==> config.mk <==
export PLATFORM = sky130hd
export DESIGN_NAME = config_stream_loader
export DESIGN_NICKNAME = d
export VERILOG_FILES = /design/src/rtl/config_stream_loader.sv
export SDC_FILE = /design/constraint.sdc
export NUM_CORES = 1
export LEC_CHECK = 0
export BUFFER_PORTS_ARGS = -buffer_cell sky130_fd_sc_hd__buf_2
export CORE_ASPECT_RATIO = 0.7
export CORE_MARGIN = 4
export CORE_UTILIZATION = 49
export CTS_CLUSTER_SIZE = 24
export DETAILED_ROUTE_END_ITERATION = 7
export GPL_TIMING_DRIVEN = 0
export PLACE_DENSITY = 0.76
export RECOVER_POWER = 100
export SYNTH_ARGS = -nofsm -noshare
export SYNTH_HDL_FRONTEND = slang
export SYNTH_SLANG_ARGS = --single-unit
==> constraint.sdc <==
create_clock -name clk -period 1.75 [get_ports clk]
set_input_delay 0.0875 -clock clk [delete_from_list [all_inputs] [get_ports clk]]
set_output_delay 0.0875 -clock clk [all_outputs]
set_load 0.01 [all_outputs]
==> src/rtl/config_stream_loader.sv <==
// Configuration bitstream loader: validates a {MAGIC, N} header, then issues N single-cycle
// writes on the shared tile configuration bus, one per addr/data word pair.
module config_stream_loader #(
  parameter logic [15:0] MAGIC       = 16'hC0F1,
  parameter logic [31:0] IDLE_ADDR   = 32'h0000_0000,
  parameter int unsigned WDOG_CYCLES = 1024
) (
  input  logic        clk,
  input  logic        reset,
  input  logic        start,
  input  logic [31:0] in_data,
  input  logic        in_valid,
  output logic        in_ready,
  output logic [31:0] config_addr,
  output logic [31:0] config_data,
  output logic        busy,
  output logic        done,
  output logic        error,
  output logic [15:0] write_count
);

  localparam logic [2:0] StIdle   = 3'd0;
  localparam logic [2:0] StHeader = 3'd1;
  localparam logic [2:0] StAddr   = 3'd2;
  localparam logic [2:0] StData   = 3'd3;
  localparam logic [2:0] StWrite  = 3'd4;
  localparam logic [2:0] StDone   = 3'd5;
  localparam logic [2:0] StError  = 3'd6;

  localparam int unsigned WdogW = $clog2(WDOG_CYCLES + 1);
  localparam logic [WdogW-1:0] WdogLast = WdogW'(WDOG_CYCLES - 1);

  logic [2:0]       state_q, state_d;
  logic [15:0]      remaining_q, remaining_d;
  logic [WdogW-1:0] wdog_q, wdog_d;
  logic [31:0]      addr_q, addr_d;
  logic [15:0]      count_q, count_d;
  logic [31:0]      cfg_addr_q, cfg_addr_d;
  logic [31:0]      cfg_data_q, cfg_data_d;
  logic             in_ready_q, in_ready_d;
  logic             busy_q, busy_d;
  logic             done_q, done_d;
  logic             error_q, error_d;
  logic             xfer;

  // in_ready_q is high exactly in HEADER/ADDR/DATA, so it doubles as the loading flag.
  assign xfer = in_valid & in_ready_q;

  always_comb begin
    state_d     = state_q;
    remaining_d = remaining_q;
    wdog_d      = wdog_q;
    addr_d      = addr_q;
    count_d     = count_q;
    cfg_addr_d  = IDLE_ADDR;
    cfg_data_d  = 32'h0;

    unique case (state_q)
      StIdle, StDone, StError: begin
        if (start) begin
          state_d = StHeader;
          count_d = 16'h0;
        end
      end
      StHeader: begin
        if (xfer) begin
          if (in_data[31:16] != MAGIC) begin
            state_d = StError;
          end else if (in_data[15:0] == 16'h0) begin
            state_d = StDone;
          end else begin
            remaining_d = in_data[15:0];
            state_d     = StAddr;
          end
        end
      end
      StAddr: begin
        if (xfer) begin
          if (in_data[31:16] == 16'h0) begin
            state_d = StError;
          end else begin
            addr_d  = in_data;
            state_d = StData;
          end
        end
      end
      StData: begin
        if (xfer) begin
          cfg_addr_d = addr_q;
          cfg_data_d = in_data;
          state_d    = StWrite;
        end
      end
      StWrite: begin
        count_d     = count_q + 16'd1;
        remaining_d = remaining_q - 16'd1;
        state_d     = (remaining_q == 16'd1) ? StDone : StAddr;
      end
      default: state_d = StIdle;
    endcase

    // Watchdog only runs while waiting on the stream.
    if (in_ready_q) begin
      if (xfer) begin
        wdog_d = '0;
      end else if (wdog_q == WdogLast) begin
        state_d = StError;
      end else begin
        wdog_d = wdog_q + WdogW'(1);
      end
    end
    if (state_d != state_q) wdog_d = '0;

    in_ready_d = (state_d == StHeader) || (state_d == StAddr) || (state_d == StData);
    busy_d     = in_ready_d || (state_d == StWrite);
    done_d     = (state_d == StDone);
    error_d    = (state_d == StError);
  end

  always_ff @(posedge clk) begin
    if (reset) begin
      state_q     <= StIdle;
      remaining_q <= 16'h0;
      wdog_q      <= '0;
      addr_q      <= 32'h0;
      count_q     <= 16'h0;
      cfg_addr_q  <= IDLE_ADDR;
      cfg_data_q  <= 32'h0;
      in_ready_q  <= 1'b0;
      busy_q      <= 1'b0;
      done_q      <= 1'b0;
      error_q     <= 1'b0;
    end else begin
      state_q     <= state_d;
      remaining_q <= remaining_d;
      wdog_q      <= wdog_d;
      addr_q      <= addr_d;
      count_q     <= count_d;
      cfg_addr_q  <= cfg_addr_d;
      cfg_data_q  <= cfg_data_d;
      in_ready_q  <= in_ready_d;
      busy_q      <= busy_d;
      done_q      <= done_d;
      error_q     <= error_d;
    end
  end

  assign in_ready    = in_ready_q;
  assign config_addr = cfg_addr_q;
  assign config_data = cfg_data_q;
  assign busy        = busy_q;
  assign done        = done_q;
  assign error       = error_q;
  assign write_count = count_q;

endmodule

==> flow_metrics.env <==
export IMPL_die_width_um=135
export IMPL_slew_headroom_pct=57.6
export IMPL_ys_seq_area_share_pct=52.5
export IMPL_clock_fmax_ghz=0.481
export IMPL_synth_common_cells="146 x dfxtp_1, 97 x nand2_1, 65 x and2_1"
export IMPL_violations="setup timing"
export IMPL_synth_top_cell_by_area="dfxtp_1"
export IMPL_status="complete, but fails checks"
export IMPL_cts_clk_slew_worst_paths_ps=60
export IMPL_cts_path_max_buffers=2
export IMPL_final_antenna_net_count=0
export IMPL_avgSynthCellArea_sq_um=8.68
export IMPL_dp_cells=913
export IMPL_placed_cell_area_sq_mm=0.00647
export IMPL_num_vias=5692
export IMPL_final_nets=879
export IMPL_path_max_fanout=8
export IMPL_ys_flop_type="dfxtp_1"
export IMPL_end_kind="flop"
export IMPL_cts_sinks=146
export IMPL_skew_ps=7.19
export IMPL_hpwl_um=10700
export IMPL_ys_warn_count=0
export IMPL_synthesis_area_sq_mm=0.00557
export IMPL_fin_cells=1005
export IMPL_wirelength_um=17700
export IMPL_drive_above_1_share_pct=23.4
export IMPL_antenna_cells=0
export IMPL_synth_most_common_cell="dfxtp_1"
export IMPL_core_area_sq_mm=0.0111
export IMPL_synthArstFlopShare_pct=0
export IMPL_finalCriticalPeriod_ps=2080
export IMPL_start_util_pct=50.4
export IMPL_n_fill_cell=821
export IMPL_syn_to_final_growth_pct=45.0
export IMPL_ir_worst_vdd_v=0.000750
export IMPL_yosys_top_cells_area="dfxtp_1 53%, and2_1 7.3%, nand2_1 6.5%, a21oi_1 5.6%, nor2_1 3.6%"
export IMPL_worst_slack_ps=-328
export IMPL_drv_cap=0
export IMPL_via_per_inst=5.66
export IMPL_critical_path_arrival_ps=2380
export IMPL_die_area_sq_mm=0.0132
export IMPL_hold_path_class="in -> reg"
export IMPL_critPathKind="reg -> reg"
export IMPL_min_from="in_data[6]"
export IMPL_dr_pass1_iters=5
export IMPL_grt_overflow=0
export IMPL_whs_path_depth=3
export IMPL_slew_viol_final=0
export IMPL_power_leakage_nw=2.97
export IMPL_grt_usage_pct=25.5
export IMPL_rsz0062_at_grt="true"
export IMPL_period_share_pct=119
export IMPL_power_density_mw_per_mm2=984
export IMPL_place_gp_congestion=0.883
export IMPL_pin_count=120
export IMPL_reg2reg_slack_ps=-330
export IMPL_min_to="remaining_q[6]"
export IMPL_place_ws_ps=-489
export IMPL_timing_rr_end="wdog_q[2]"
export IMPL_r2r_cells=7
export IMPL_finalSetupViolCount=72
export IMPL_syn_nets=681
export IMPL_route_detailed_drc=0
export IMPL_cts_htree_levels=4
export IMPL_fin_area_sq_mm=0.00807
export IMPL_wl_per_cell_um=17.7
export IMPL_post_synth_top_area_fraction_pct=52.5
export IMPL_insertion_delay_ps=420
export IMPL_rows=32
export IMPL_antenna_found_initial=0
export IMPL_numPortBuffers=119
export IMPL_synth_seq_cells=146
export IMPL_worstPathRequired_ps=2050
export IMPL_grt_start_max_net_pins=17
export IMPL_cts_tree="built"
export IMPL_grt_pass1_wl_um=27200
export IMPL_synth_edf_count=0
export IMPL_worstReg2RegStart="remaining_q[14]"
export IMPL_grt_pass1_vias=5446
export IMPL_whs_ps=13.4
export IMPL_crit_path_start_kind="flop"
export IMPL_max_slew_worst_pin_slew_ps=636
export IMPL_die_y_um=97.2
export IMPL_cts_root_buf="clkbuf_16"
export IMPL_synth_cell_types=51
export IMPL_synth_cells=641
export IMPL_hold_violations=0
export IMPL_cts_inserted_buffers=17
export IMPL_drt_initial_drc_count=512
## layer usage
metal	routed length, um	vias to the layer above	share of wire [%]	track usage (%)
li1	-	2638	-	-
met1	7410	2688	42	32.9
met2	8380	306	47	41.3
met3	1500	60	8.4	7.09
met4	458	0	2.6	8.06
met5	0	-	0	0
## how the worst max path moves through the flow
stage | end | slack [ps] | startpoint
2_1_floorplan | remaining_q[13] | -130 | in_data[17]
6_report | wdog_q[2] | -330 | remaining_q[14]
4_1_cts | wdog_q[3] | -310 | remaining_q[14]
5_1_grt | wdog_q[2] | -430 | remaining_q[14]
3_5_place_dp | wdog_q[4] | -490 | state_q[1]
3_3_place_gp | remaining_q[12] | -500 | in_data[17]
## placed cells by master, fill, tap and decap left out, types with 16 or more instances in the layout
| cell | count |
|---|---|
| and2_1 | 57 |
| buf_2 | 41 |
| dfxtp_1 | 134 |
| a21oi_1 | 57 |
| nand3_1 | 19 |
| dlygate4sd3_1 | 40 |
| nor3_1 | 16 |
| clkbuf_1 | 91 |
| nor2_1 | 47 |
| nand2_1 | 91 |
| buf_4 | 21 |
| clkbuf_16 | 17 |
## through the flow
step	TNS [ps]	utilization (%)	power, mW
6_report	-7160	73.0	7.94
4_1_cts	-4450	71.0	7.90
3_3_place_gp	-35000	58.6	3.83
3_5_place_dp	-42480	58.6	3.84
2_1_floorplan	-1630	-	3.68
5_1_grt	-18010	73.0	8.17
## cell families after synthesis
kind of cell / after synthesis / share of synthesized area (%)
compound gates: 119 / 12.7
xor+xnor: 8 / 1.26
fa+ha+maj: 4 / 0.899
buf+inv: 38 / 2.76
flops: 146 / 52.5
mux: 3 / 0.584
simple gates: 323 / 29.3
## layout make-up
cell class                      count  area (sq um)  area share, %
Sequential cell                   146          2950           36.6
Timing Repair Buffer              181          1060           13.2
Buffer                             29           205           2.54
Multi-Input combinational cell    457          2980           36.9
Clock buffer                       19           453           5.61
Inverter                            7          26.3          0.326
Tap cell                          153           191           2.37
Clock inverter                     13           200           2.48
## critical path: stages (launching register included)
cell,delay [ps]
dfxtp_2,340
nor4_4,380
nand3b_1,210
nor4_4,370
a211oi_4,110
and4_4,180
o211ai_4,280
nor2_1,80
## what timing repair did
action                                 4_1_cts  5_1_grt
endpoints found under the hold margin       65        1
pin swaps                                   18       21
buffers inserted                             6       17
hold buffers                                39        1
gates resized for setup                     78       72
setup endpoints to repair                  142      125
## registers in the layout, summed over array words and instances, names as in the netlist
name	cells
error	1
write_count	16
in_ready	1
state_q	3
done	1
wdog_q	11
busy	1
config_addr	32
config_data	32
addr_q	32
remaining_q	16
## power by group
group | switching, mW | internal [mW] | leakage [nW] | total (mW)
combinational | 0.337 | 0.260 | 1.48 | 0.597
sequential | 0.0403 | 3.35 | 1.18 | 3.39
clock | 1.47 | 2.49 | 0.310 | 3.96
Power figures use the tool's default switching activity.
